`config.mk`:
```
export PLATFORM = sky130hd
export DESIGN_NAME = bus_arb_2m
export DESIGN_NICKNAME = d
export VERILOG_FILES = /design/src/rtl/bus_arb_pkg.sv /design/src/rtl/bus_arb_idfifo.sv /design/src/rtl/bus_arb_2m.sv
export SDC_FILE = /design/constraint.sdc
export NUM_CORES = 1
export LEC_CHECK = 0
export BUFFER_PORTS_ARGS = -buffer_cell sky130_fd_sc_hd__buf_2
export CAP_MARGIN = 10
export CORE_AREA = 2 2 122 124
export CTS_BUF_LIST = sky130_fd_sc_hd__clkbuf_8
export DETAILED_ROUTE_END_ITERATION = 6
export DIE_AREA = 0 0 124 126
export GPL_ROUTABILITY_DRIVEN = 0
export GPL_TIMING_DRIVEN = 1
export PLACE_DENSITY = 0.54
export SETUP_SLACK_MARGIN = 0.3
export SYNTH_ARGS = -nofsm -noshare
export SYNTH_HDL_FRONTEND = slang
export SYNTH_SLANG_ARGS = --single-unit
```
`constraint.sdc`:
```
create_clock -name clk_i -period 2.3 [get_ports clk_i]
set_input_delay 0.46 -clock clk_i [delete_from_list [all_inputs] [get_ports clk_i]]
set_output_delay 0.46 -clock clk_i [all_outputs]
set_load 0.01 [all_outputs]
```
`src/rtl/bus_arb_pkg.sv`:
```
// bus_arb_pkg: shared master ids and bus field widths for bus_arb_2m
package bus_arb_pkg;
  typedef logic [0:0] m_id_t;
  localparam m_id_t M_UDM = 1'b0;
  localparam m_id_t M_CPU = 1'b1;
  localparam int ADDR_W = 32;
  localparam int DATA_W = 32;
  localparam int BE_W = 4;
endpackage

```
`src/rtl/bus_arb_idfifo.sv`:
```
// bus_arb_idfifo: in-order master-id FIFO (push/pop/full/empty/count, async active-low reset arst_n_i)
module bus_arb_idfifo
  import bus_arb_pkg::*;
#(
  parameter int DEPTH = 4,
  parameter int CNT_W = $clog2(DEPTH + 1)
) (
  input  logic             clk_i,
  input  logic             arst_n_i,
  input  logic             push,
  input  logic             pop,
  input  m_id_t            din,
  output m_id_t            dout,
  output logic             full,
  output logic             empty,
  output logic [CNT_W-1:0] count
);
  localparam int PW = $clog2(DEPTH);
  logic [DEPTH-1:0] mem;
  logic [PW-1:0] wp, rp;
  always_ff @(posedge clk_i or negedge arst_n_i) begin
    if (!arst_n_i) begin
      mem <= '0;
      wp <= '0;
      rp <= '0;
      count <= '0;
    end else begin
      if (push) begin
        mem[wp] <= din;
        wp <= wp + PW'(1);
      end
      if (pop) rp <= rp + PW'(1);
      count <= count + CNT_W'(push) - CNT_W'(pop);
    end
  end
  assign dout = m_id_t'(mem[rp]);
  assign full = count == CNT_W'(DEPTH);
  assign empty = count == '0;
endmodule

```
`src/rtl/bus_arb_2m.sv`:
```
// bus_arb_2m: two-master (UDM=0, CPU=1) to one-slave arbiter with in-order read routing; BUS_ARB_RR_EN selects round-robin over fixed priority
module bus_arb_2m
  import bus_arb_pkg::*;
#(
  parameter int DEPTH = 4,
  parameter int CNT_W = $clog2(DEPTH + 1)
) (
  input  logic              clk_i,
  input  logic              arst_n_i,
  input  logic              m0_req_i,
  input  logic              m0_we_i,
  input  logic [ADDR_W-1:0] m0_addr_bi,
  input  logic [DATA_W-1:0] m0_wdata_bi,
  input  logic [BE_W-1:0]   m0_be_bi,
  output logic              m0_ack_o,
  output logic              m0_resp_o,
  output logic [DATA_W-1:0] m0_rdata_bo,
  input  logic              m1_req_i,
  input  logic              m1_we_i,
  input  logic [ADDR_W-1:0] m1_addr_bi,
  input  logic [DATA_W-1:0] m1_wdata_bi,
  input  logic [BE_W-1:0]   m1_be_bi,
  output logic              m1_ack_o,
  output logic              m1_resp_o,
  output logic [DATA_W-1:0] m1_rdata_bo,
  output logic              s_req_o,
  output logic              s_we_o,
  output logic [ADDR_W-1:0] s_addr_bo,
  output logic [DATA_W-1:0] s_wdata_bo,
  output logic [BE_W-1:0]   s_be_bo,
  input  logic              s_ack_i,
  input  logic              s_resp_i,
  input  logic [DATA_W-1:0] s_rdata_bi,
  output logic [CNT_W-1:0]  outstanding_o,
  output logic              err_o
);
  logic full, empty, elig0, elig1, any, push, pop;
  m_id_t gnt, last_grant, head;
  assign elig0 = m0_req_i & (m0_we_i | ~full);
  assign elig1 = m1_req_i & (m1_we_i | ~full);
  assign any = elig0 | elig1;
`ifdef BUS_ARB_RR_EN
  assign gnt = (elig0 & elig1) ? ~last_grant : (elig1 ? M_CPU : M_UDM);
`else
  assign gnt = elig0 ? M_UDM : (elig1 ? M_CPU : last_grant);
`endif
  always_comb begin
    s_req_o = any;
    s_we_o = any & (gnt == M_CPU ? m1_we_i : m0_we_i);
    s_addr_bo = any ? (gnt == M_CPU ? m1_addr_bi : m0_addr_bi) : '0;
    s_wdata_bo = any ? (gnt == M_CPU ? m1_wdata_bi : m0_wdata_bi) : '0;
    s_be_bo = any ? (gnt == M_CPU ? m1_be_bi : m0_be_bi) : '0;
    m0_ack_o = any & (gnt == M_UDM) & s_ack_i;
    m1_ack_o = any & (gnt == M_CPU) & s_ack_i;
    push = s_req_o & s_ack_i & ~s_we_o;
    pop = s_resp_i & ~empty;
    m0_resp_o = pop & (head == M_UDM);
    m1_resp_o = pop & (head == M_CPU);
    m0_rdata_bo = m0_resp_o ? s_rdata_bi : '0;
    m1_rdata_bo = m1_resp_o ? s_rdata_bi : '0;
  end
  always_ff @(posedge clk_i or negedge arst_n_i) begin
    if (!arst_n_i) begin
      last_grant <= M_CPU;
      err_o <= 1'b0;
    end else begin
      if (s_req_o & s_ack_i) last_grant <= gnt;
      if (s_resp_i & empty) err_o <= 1'b1;
    end
  end
  bus_arb_idfifo #(.DEPTH(DEPTH), .CNT_W(CNT_W)) u_idfifo (
    .clk_i(clk_i),
    .arst_n_i(arst_n_i),
    .push(push),
    .pop(pop),
    .din(gnt),
    .dout(head),
    .full(full),
    .empty(empty),
    .count(outstanding_o)
  );
endmodule

```
==> impl_metrics.csv <==
group,metric,value,unit
cts,cts_num_sinks,13,
sta,rsz0062_at_grt,"true",
place,dp_hpwl,8.697,mm
synth,synth_nets,586,
synth,ys_seq_elements,13,
sta,tightest_slew,0.3143,ns
sta,fmax,0.4222,GHz
grt,antenna_found_initial,2,
outcome,violations,"setup timing",
setup_path,path_delay_family,"compound AO/OA/AOI/OAI gates",
synth,yosys_warnings,0,
cells_and_area,fin_nets,925,
synth,ys_types,29,
min_path,min_path_type,"input port to asynchronous set/reset pin",
cts,root_buffer,"clkbuf_8",
setup_path,worstRegToRegCells,10,
sta,fin_ws,-0.06838,ns
place,postPlaceCellArea,4195,um2
cells_and_area,drive_above_1_share,70.31,%
synth,synth.avg_cell_area,5.421,um2
pwr,ir_drop,0.0004759,V
sta,relSlewSlack,79.05,%
synth,synth_top_family_by_area,"simple AND/OR/NAND/NOR gates",
setup_path,crit_required,1.84,ns
synth,synthCells,403,
detailed_routing,via_per_inst,4.294,
cts,cts.clk_slew.worst_paths,0.06,ns
cells_and_area,area.growth.synth_to_final,170.7,%
setup_path,cpMostUsedCell,"buf_2",
outcome,status,"finished with violations",
floorplan,fp.dieArea,15620,um2
floorplan,rows,44,
setup_path,path_max_fanout,9,
grt,grt_first_pass_wirelength,17.44,mm
setup_path,crit_arrival,1.91,ns
cells_and_area,layout.cells.most_common,"buf_2",
detailed_routing,drt-total-wl,13.77,mm
synth,synth_compound_area_share,18.50,%
sta,post-route-period-util,103.0,%
detailed_routing,drc,0,
pwr,p_total,5.766,mW
floorplan,die_y,126,um
sta,drv_slew,0,
grt,grt_overflow,0,
synth,seq_area_frac_synth,14.95,%
setup_path,timing.rr.start,"u_idfifo.count[0]",
cts,postCtsHoldBufs,0,
cts,cts_max_level,1,
synth,synthXorXnorAreaFrac,2.005,%
cts,numCtsBuffers,3,
detailed_routing,via_count,3976,
grt,grt_max_degree,69,
setup_path,cpMaxStageDelayCell,"or3b_4",
grt,grt_pass1_vias,3342,
pwr,power_density,975.2,nW/um2
synth,syn_area,2185,um2
synth,synthSimpleGateAreaFrac,48.22,%
cts,insertion_delay,0.25,ns
detailed_routing,first_pass_iters,5,
detailed_routing,ant_nets,0,
synth,synthTopCellsByArea,"nand2_1 (30%), o21ai_0 (15%), dfrtp_1 (14%)",
setup_path,cp_num_buf_inv,2,
detailed_routing,first_iter_violations,212,
floorplan,initial_core_util,15.26,%
cells_and_area,stdcell_count,926,
cells_and_area,fin_util,41.31,%
setup_path,worst_r2r_endpoint,"u_idfifo.count[2]",
cells_and_area,final_cell_mix,"buf_2 (263), nand2_1 (141), buf_6 (66), o21ai_1 (37), and3_4 (32)",
place,port_buffers,317,
synth,synth.mux.area_fraction,3.093,%
sta,skew,0.006794,ns
cts,clock_path_buffers,2,
floorplan,die_x,124,um
detailed_routing,routedWlPerCell,14.87,um
setup_path,crit_chain,"or3b_4, o21a_4, buf_2, o21ai_1, buf_2",
synth,yosysTopAreaCell,"nand2_1",
grt,grt_util_all_layers,14.12,%
floorplan,coreArea,14310,um2
synth,synth_top_area_share,30.41,%
sta,fin_crit,2.368,ns
setup_path,critPathLaunchType,"flop",
sta,finalHoldViolCount,0,
setup_path,reg2reg_slack,0.33,ns
sta,timing.setup.tns,-0.8653,ns
job,cap_violations,0,
synth,yosys.area_share.adder,4.353,%
floorplan,io-pin-count,318,
pwr,p_leak,3.024,nW
setup_path,criticalPathCategory,"flop to output port",
setup_path,max_stage_delay,0.44,ns
setup_path,critPathCaptureType,"output port",
sta,final-setup-viol-count,57,
cells_and_area,final_area,5913,um2
cts,cts_tree,"yes",
place,dp_cells,883,
[through the flow]
step                      hold slack [ns]  setup slack, ns
after detailed placement           0.3763           0.1271
after CTS                          0.1042         -0.03823
after global routing               0.1142         -0.09498
final                             0.09434         -0.06838
after floorplan                    0.1644           0.1897
after global placement             0.3686           0.1618
[repair_timing]
action,CTS,global route
resized for setup,116,116
setup endpoints to repair,139,140
gates cloned,11,16
pin swaps,45,22
buffers inserted,11,0
[sequential cells by signal, indices dropped and copies added, names as in the netlist]
name            cells
u_idfifo.count      3
last_grant          1
u_idfifo.wp         2
err_o               1
u_idfifo.mem        4
u_idfifo.rp         2
[metal layers]
metal | global-route usage [%] | vias to the layer above | share of wire (%)
met3 | 2.129 | 13 | 5.2
met2 | 24.89 | 155 | 52
met5 | 0 | - | 0.094
met4 | 2.842 | 2 | 0.91
li1 | - | 1989 | -
met1 | 18.13 | 1817 | 41
[kinds of logic (layout without fill, tap and decap cells)]
family,count (synthesis),count (layout)
buffers and inverters,45,379
AO/OA/AOI/OAI,76,80
adder cells (fa/ha/maj),7,7
multiplexers,5,5
other,0,1
flip-flops,13,13
XOR/XNOR,5,5
AND/OR/NAND/NOR,252,252
[synthesized netlist by cell type]
| library cell | count |
|---|---|
| a21o_1 | 1 |
| a21oi_1 | 1 |
| and2_1 | 1 |
| and2_4 | 1 |
| and3_1 | 32 |
| buf_2 | 8 |
| buf_6 | 2 |
| clkbuf_1 | 29 |
| dfrtp_1 | 12 |
| dfstp_2 | 1 |
| fa_1 | 1 |
| ha_1 | 6 |
| inv_1 | 6 |
| mux2_2 | 4 |
| mux4_2 | 1 |
| nand2_1 | 177 |
| nor2_1 | 34 |
| nor2b_1 | 3 |
| nor3_1 | 1 |
| nor3b_1 | 1 |
| o211a_1 | 1 |
| o21a_1 | 2 |
| o21ai_0 | 67 |
| o21ai_1 | 3 |
| o21ba_4 | 1 |
| or2_1 | 1 |
| or3b_1 | 1 |
| xnor2_1 | 4 |
| xor2_1 | 1 |
[where the power goes]
| part | leakage [nW] | switching [mW] | internal [mW] |
|---|---|---|---|
| clock | 0.0269 | 0.0861 | 0.118 |
| combinational | 2.85 | 2.31 | 2.83 |
| sequential | 0.151 | 0.0692 | 0.348 |
| total | 3.02 | 2.47 | 3.30 |
[area by class of cell]
class / count / area [um2]
Tap cell: 184 / 230.2
Antenna cell: 1 / 2.502
Fill cell: 1455 / 8401
Clock buffer: 3 / 41.29
Multi-Input combinational cell: 349 / 2419
Timing Repair Buffer: 369 / 2865
Sequential cell: 13 / 329.1
Inverter: 6 / 22.52
Clock inverter: 1 / 3.754
[worst register-to-register path, cell delays in order (launching register included)]
cell and delay (ns):
dfrtp_1 0.38, buf_4 0.15, nor3_4 0.23, nor2b_4 0.08, ha_4 0.21, inv_2 0.06
ha_4 0.11, inv_2 0.03, fa_2 0.34, xnor2_2 0.14, xnor2_1 0.12
[worst max-delay path by stage]
stage	start	end	slack (ns)	cells past startpoint
6_report	u_idfifo.count[1]	s_addr_bo[19]	-0.07	5
3_5_place_dp	u_idfifo.count[1]	s_wdata_bo[30]	0.13	6
5_1_grt	u_idfifo.count[0]	s_addr_bo[19]	-0.09	5
3_3_place_gp	u_idfifo.count[0]	s_wdata_bo[27]	0.16	6
4_1_cts	u_idfifo.count[1]	s_wdata_bo[29]	-0.04	6
2_1_floorplan	u_idfifo.count[0]	u_idfifo.count[2]	0.19	11
Note: power is estimated with default switching activity, not from simulation.
